## src/rtl/pc_fetch_controller.sv

```systemverilog
// pc_fetch_controller: sequences fetch -> decode handoff -> single PC commit
// for one instruction at a time, with halt/resume, a fetch timeout and a
// retired-instruction counter.
//
//   state   | meaning
//   --------+-------------------------------------------------------------
//   IDLE    | out of reset, waiting for run
//   FETCH   | imem_req high, waiting for imem_ack (bounded by MAX_WAIT)
//   DELIVER | captured word offered to decode until instr_ready
//   UPDATE  | single-cycle pc_en with PC_src = latched redirect select
//   HALTED  | stopped after a halt request, waiting for run without halt
//   ERROR   | fetch timeout or illegal redirect select; left only by reset
module pc_fetch_controller #(
  parameter int MAX_WAIT = 8,
  parameter int CNT_W    = 32
) (
  input  logic             clk,
  input  logic             reset,
  input  logic             run,
  input  logic             halt_req,
  output logic             imem_req,
  input  logic             imem_ack,
  input  logic [31:0]      imem_rdata,
  output logic [31:0]      instr,
  output logic             instr_valid,
  input  logic             instr_ready,
  input  logic             redirect_valid,
  input  logic [1:0]       redirect_sel,
  output logic [1:0]       PC_src,
  output logic             pc_en,
  output logic [CNT_W-1:0] instr_count,
  output logic             busy,
  output logic             fetch_err
);

  localparam int WAIT_W = (MAX_WAIT > 1) ? $clog2(MAX_WAIT) : 1;
  // Value of the no-ack counter during the last permitted FETCH cycle.
  localparam logic [WAIT_W-1:0] WAIT_LAST = WAIT_W'(MAX_WAIT - 1);

  typedef enum logic [2:0] {
    S_IDLE    = 3'd0,
    S_FETCH   = 3'd1,
    S_DELIVER = 3'd2,
    S_UPDATE  = 3'd3,
    S_HALTED  = 3'd4,
    S_ERROR   = 3'd5
  } state_e;

  state_e             state_q, state_d;
  logic [31:0]        instr_q, instr_d;
  logic [1:0]         sel_q, sel_d;
  logic [WAIT_W-1:0]  wait_q, wait_d;
  logic               halt_pend_q, halt_pend_d;
  logic [CNT_W-1:0]   count_q, count_d;

  logic redirect_illegal;
  assign redirect_illegal = redirect_valid &&
                            ((redirect_sel == 2'b00) || (redirect_sel == 2'b11));

  // State and datapath registers; reset abandons any in-flight instruction.
  always_ff @(posedge clk) begin
    if (reset) begin
      state_q     <= S_IDLE;
      instr_q     <= '0;
      sel_q       <= 2'b00;
      wait_q      <= '0;
      halt_pend_q <= 1'b0;
      count_q     <= '0;
    end else begin
      state_q     <= state_d;
      instr_q     <= instr_d;
      sel_q       <= sel_d;
      wait_q      <= wait_d;
      halt_pend_q <= halt_pend_d;
      count_q     <= count_d;
    end
  end

  // Next-state selection.
  always_comb begin
    state_d = state_q;
    case (state_q)
      S_IDLE:    if (run) state_d = S_FETCH;
      S_FETCH: begin
        // An ack in the final permitted cycle still wins over the timeout.
        if (imem_ack)                state_d = S_DELIVER;
        else if (wait_q == WAIT_LAST) state_d = S_ERROR;
      end
      S_DELIVER: begin
        if (instr_ready) state_d = redirect_illegal ? S_ERROR : S_UPDATE;
      end
      // A halt arriving during UPDATE stops right after this commit.
      S_UPDATE:  state_d = (halt_pend_q || halt_req) ? S_HALTED : S_FETCH;
      S_HALTED:  if (run && !halt_req) state_d = S_FETCH;
      S_ERROR:   state_d = S_ERROR;
      default:   state_d = S_IDLE;
    endcase
  end

  // Datapath updates: instruction capture, redirect latch, timeout count, halt flag, retire count.
  always_comb begin
    instr_d     = instr_q;
    sel_d       = sel_q;
    wait_d      = wait_q;
    halt_pend_d = halt_pend_q;
    count_d     = count_q;
    case (state_q)
      S_FETCH: begin
        if (halt_req) halt_pend_d = 1'b1;
        if (imem_ack) begin
          instr_d = imem_rdata;
          wait_d  = '0;
        end else if (wait_q == WAIT_LAST) begin
          wait_d  = '0;
        end else begin
          wait_d  = wait_q + WAIT_W'(1);
        end
      end
      S_DELIVER: begin
        if (halt_req) halt_pend_d = 1'b1;
        if (instr_ready) sel_d = redirect_valid ? redirect_sel : 2'b00;
      end
      S_UPDATE: begin
        count_d     = count_q + CNT_W'(1);
        halt_pend_d = 1'b0;
      end
      default: ;
    endcase
  end

  // Outputs decoded purely from the registered state.
  always_comb begin
    imem_req    = (state_q == S_FETCH);
    instr_valid = (state_q == S_DELIVER);
    pc_en       = (state_q == S_UPDATE);
    PC_src      = (state_q == S_UPDATE) ? sel_q : 2'b00;
    busy        = (state_q == S_FETCH) || (state_q == S_DELIVER) ||
                  (state_q == S_UPDATE);
    fetch_err   = (state_q == S_ERROR);
    instr       = instr_q;
    instr_count = count_q;
  end

endmodule

```

## config.mk

```make
export PLATFORM = sky130hd
export DESIGN_NAME = pc_fetch_controller
export DESIGN_NICKNAME = d
export VERILOG_FILES = /design/src/rtl/pc_fetch_controller.sv
export SDC_FILE = /design/constraint.sdc
export NUM_CORES = 1
export LEC_CHECK = 0
export ABC_AREA = 1
export BUFFER_PORTS_ARGS = -buffer_cell sky130_fd_sc_hd__buf_2
export CAP_MARGIN = 30
export CORE_ASPECT_RATIO = 1.2
export CORE_MARGIN = 4
export CORE_UTILIZATION = 40
export CTS_BUF_LIST = sky130_fd_sc_hd__clkbuf_16
export DETAILED_ROUTE_END_ITERATION = 16
export HOLD_SLACK_MARGIN = 0.03
export PLACE_DENSITY = 0.71
export SKIP_CTS_REPAIR_TIMING = 1
export SLEW_MARGIN = 20
export SYNTH_ARGS = -nofsm -noshare
export SYNTH_HDL_FRONTEND = slang
export SYNTH_SLANG_ARGS = --single-unit
```

## constraint.sdc

```tcl
create_clock -name clk -period 2.8 [get_ports clk]
set_clock_uncertainty 0.2 [all_clocks]
set_input_delay 0.56 -clock clk [delete_from_list [all_inputs] [get_ports clk]]
set_output_delay 0.56 -clock clk [all_outputs]
set_load 0.1 [all_outputs]
```

# [After elaboration in Yosys (flattened, before gate mapping)]
# Cells that the tools add are included.
[totals] ff_bits=73 in_bits=41 output_inout_bits=71 word_cells=49
[classes] add_sub_neg=2 n_eq_ne=12 mux=14 reduce_logical=15
[op_table] operator="$add 32x1->32 const B" count=1
[op_table] operator="$mux 3" count=9
[op_table] operator="$pmux 3 s6" count=1
[op_table] operator="$eq 3x3->1 const B" count=3
[op_table] operator="$eq 3x2->1 const B" count=2
[op_table] operator="$reduce_and 2->1" count=3
[op_table] operator="$logic_or 1x1->1" count=4
[op_table] operator="$mux 2" count=2
[op_table] operator="$ne 2x1->1 const B" count=2
[op_table] operator="$ne 2x2->1 const B" count=2
[op_table] operator="$reduce_and 4->1" count=1
[op_table] operator="$add 3x1->3 const B" count=1
[op_table] operator="$eq 3x1->1 const B" count=1
[op_table] operator="$logic_not 3->1" count=1
[op_table] operator="$ne 3x1->1 const B" count=1
[op_table] operator="$eq 2x2->1 const B" count=1
[op_table] operator="$logic_and 1x1->1" count=2
[op_table] operator="$logic_not 2->1" count=1
[op_table] operator="$pmux 1 s2" count=1
[op_table] operator="$reduce_bool 2->1" count=1
[op_table] operator="$reduce_or 2->1" count=1
[op_table] operator="$logic_not 1->1" count=1
[op_table] operator="$mux 1" count=1

# [Longest topological paths before layout]
[depth] ltp_word=6 ltp_mapped=9 ltp_nobuf=9

# [Worst setup path after synthesis]
# No wires, ideal clock.
[synth_timing] path_kind="register to output" startpoint="register state_q[0]" endpoint="output port fetch_err" t_arrival_ns=2.486 setup_slack_ns=-0.446 stages_incl_launch_ff=3 n_path_buf=0 cell_sequence="dfxtp_1 > inv_1 > nor3_1"
[synth_via] elab_chain_len=1
[synth_rtl] element="from (decl)" line_no="49" text="state_e state_q, state_d;"
[synth_rtl] element="from (signal assigned)" line_no="70" text="state_q <= state_d;"
[synth_rtl] element="$eq 3x3->1" line_no="139" text="fetch_err = (state_q == S_ERROR);"
[synth_rtl] element="to (decl)" line_no="33" text="output logic fetch_err"
# No other way between the ends.

# [Worst setup path after layout]
[layout_timing] startpoint="register state_q[1]" endpoint="output port pc_en"
[layout_via] elab_chain_len=1
[layout_rtl] element="$eq 3x2->1" line_no="135" text="pc_en = (state_q == S_UPDATE);"
[layout_rtl] element="to (decl)" line_no="30" text="output logic pc_en,"
# No other way between the ends.

==> metrics.md <==
| Metric | Value |
|---|---|
| Sum of net half-perimeters after detailed placement | 6390 um |
| Number of warnings issued by yosys | 0 |
| Clk Tree Root Cell | sky130_fd_sc_hd__clkbuf_16 |
| Sinks on Clock Net | 73 |
| Total wire length | between 8000 and 9000 um |
| Worst hold slack across all endpoints | 0.269 ns |
| Number of max-slew violations in the final report | 0 |
| Wire length of the first global-routing pass | 14100 um |
| Number of violations of the max-capacitance limit | 0 |
| # DRC | 0 |
| Unique cell type count in the Yosys netlist | 30 |
| Final Cycle Share | between 80% and 90% |
| Worst Setup SP | state_q[1]$_SDFFE_PP0P_ |
| Instance count of the mapped netlist | between 400 and 500 |
| WP data required | about 2.0 ns |
| Status | finished, final reports clean |
| Storage element area | 0.00146 sq mm |
| Share of cells above drive strength 1 | about 24% |
| Netlist area before placement | about 0.0034 sq mm |
| DIE AREA | ~0.01 sq mm |
| TritonCTS Buffers | 9 |
| Fill cell count | approximately 820 |
| Post-route worst setup slack | about 0.33 ns |
| Leading cell type in the layout, fill and taps excluded | sky130_fd_sc_hd__nor2_1 |
| End of the critical path | pc_en |
| NumNets Final | between 600 and 700 |
| Post-CTS clock slew at the launch and capture registers of the worst setup and hold paths | ~0.060 ns |
| Sequential fraction of the synthesis area | between 40% and 50% |
| Data arrival, critical path | roughly 1.7 ns |
| Synth Area per Inst | about 6.9 sq um |
| Remaining antenna violation count after routing | 0 |
| Peak supply drop | ~390 uV |
| Drt first pass iters | 4 |
| Sum of negative setup slack | 0 ns |
| Via count | around 3400 |
| Pin count of the biggest net entering global routing | 35 |
| Setup repair after global routing missed its margin | no |
| Die height | between 100 and 150 um |
| Achievable clock frequency | 0.404 GHz |
| Seq cells post-synth | 73 |
| Placeable Area | between 0.008 and 0.009 sq mm |
| Worst-case reg-to-reg path depth | 8 |
| Critical path launch point type | flop |
| Post-route total power | 3.55 mW |
| Number of top-level pins | ~110 |
| Overall overflow remaining after global route | 0 |
| Tightest slew margin relative to the limit | a little under three fifths |
| Ant. Diodes | 0 |
| Power per cell area | 825 mW/mm^2 |
| Maximum fanout along the worst path | 11 |
| Tightest Hold Check Type | flop to flop |
| CTS tree | yes |
| IO buf count | 111 |
| Setup slack of the worst register-to-register path | 0.83 ns |
| Growth of design area from synthesis to finish | 28.5% |
| Horizontal die dimension | 91.6 um |
| Endpoint of the worst-slack reg-to-reg timing path | instr[12]$_SDFFE_PP0P_ |
| Pin slew with the least headroom to its limit | between 0.6 and 0.7 ns |
| Initial core utilization | 41.1% |
| Via density | 4.74 |
| Global routing usage summed across all routing layers | about 17% |
| DRT iter0 DRCs | between 150 and 200 |
| Max clock buf depth | 2 |
| Number of nets produced by synthesis | ~530 |
| Area of the multi-input gates | roughly 0.0016 sq mm |
| Final Setup Violations | 0 |
| Initial antenna violation count | 0 |
| Weighted congestion at the end of routability-driven global placement | slightly above 0.8 |
| Critical register-to-register path startpoint | state_q[0]$_SDFFE_PP0P_ |
| Number of hold violations in the final report | 0 |
| Num rows | 36 |
| Worst Setup Slack post-DPL | 0.631 ns |
| Clk_lat worst skew | 0.32 ns |
| Crit end category | output port |
| Average wire length per cell after detail routing | roughly 12 um |
| Number of levels in the clock H-tree | 3 |
| Commonest cells after routing, fill and taps aside | sky130_fd_sc_hd__nor2_1 (126), sky130_fd_sc_hd__buf_2 (111), sky130_fd_sc_hd__nand2_1 (81), sky130_fd_sc_hd__dfxtp_1 (73), sky130_fd_sc_hd__inv_1 (54) |
| LEAKAGE | between 2 and 2.5 nW |
| Via count of the first global-routing pass | between 3000 and 4000 |
| Type of the worst setup path | flop to output port |
| Final critical delay including setup and external delays | roughly 2.5 ns |
==> per-stage QoR <==
step	cells	cell area (sq um)	util [%]
global route	718	4310	52.8
floorplan	489	3360	-
CTS	718	4310	52.8
finish	718	4310	52.8
global placement	702	3990	48.9
detailed placement	702	3990	48.9
==> worst min path at each step <==
stage / cells past startpoint / from / slack [ns] / endpoint
after floorplan: 2 / sel_q[0]$_SDFFE_PP0P_ / 0.24 / sel_q[0]$_SDFFE_PP0P_
after global placement: 2 / halt_pend_q$_SDFFE_PP0P_ / 0.25 / halt_pend_q$_SDFFE_PP0P_
after detailed placement: 2 / halt_pend_q$_SDFFE_PP0P_ / 0.26 / halt_pend_q$_SDFFE_PP0P_
after CTS: 3 / imem_rdata[11] / 0.27 / instr[11]$_SDFFE_PP0P_
after global routing: 2 / sel_q[0]$_SDFFE_PP0P_ / 0.29 / sel_q[0]$_SDFFE_PP0P_
final: 2 / sel_q[1]$_SDFFE_PP0P_ / 0.27 / sel_q[1]$_SDFFE_PP0P_
==> registers in the layout (all words and copies together) (netlist names) <==
name	flops
sel_q	2
instr_count	32
halt_pend_q	1
wait_q	3
instr	32
state_q	3
==> kinds of logic (layout without fill, tap and decap cells) <==
kind of cell	after synthesis	after routing	synth area share, %
DFF	73	73	43.6
adders and majority gates	3	3	1.12
AOI/OAI and AO/OA	76	76	11.8
xor gates and xnor gates	4	4	1.04
and+or+nand+nor	261	261	33.5
buffers and inverters	72	187	8.99
==> metal layers <==
metal	part of all wire [%]	vias up	GRT usage, %
met5	0	-	0
met4	1.2	0	7.11
met1	46	1523	21.1
met3	6.2	10	3.48
li1	-	1773	-
met2	46	96	29.6
==> layout make-up <==
class,count,area share [%]
Clock buffer,9,5.23
Clock inverter,7,2.18
Multi-Input combinational cell,344,37.0
Timing Repair Buffer,113,13.2
Tap cell,114,3.31
Sequential cell,73,33.9
Inverter,58,5.08
==> where the power goes <==
| part | leakage (nW) | switching (mW) | internal, mW | total [mW] |
|---|---|---|---|---|
| Clock | 0.153 | 0.435 | 0.779 | 1.21 |
| Combinational | 1.29 | 0.962 | 0.185 | 1.15 |
| Sequential | 0.592 | 0.0519 | 1.14 | 1.19 |
==> worst max-delay path: stages, from the launching register on <==
cell	delay (ns)
sky130_fd_sc_hd__dfxtp_1	0.43
sky130_fd_sc_hd__nand3_2	0.29
sky130_fd_sc_hd__clkinv_2	0.21
sky130_fd_sc_hd__buf_2	0.45
==> synth_stat cells, drive strengths merged <==
cell	number	share of area [%]
nor2	132	16
nand2	85	10
dfxtp	73	44
inv	57	6.4
o21ai	50	7.5
nand3	22	3.7
a21oi	20	3.0
clkbuf	10	1.1
nand4	10	1.9
nor3	10	1.8
buf	4	1.3
ha	3	1.1
xor2	3	0.78
a211oi	2	0.45
and2	1	0.19
clkinv	1	0.15
nor3b	1	0.22
o211ai	1	0.22
o21a	1	0.22
o21bai	1	0.22
o31ai	1	0.22
xnor2	1	0.26
Power figures use the tool's default switching activity.
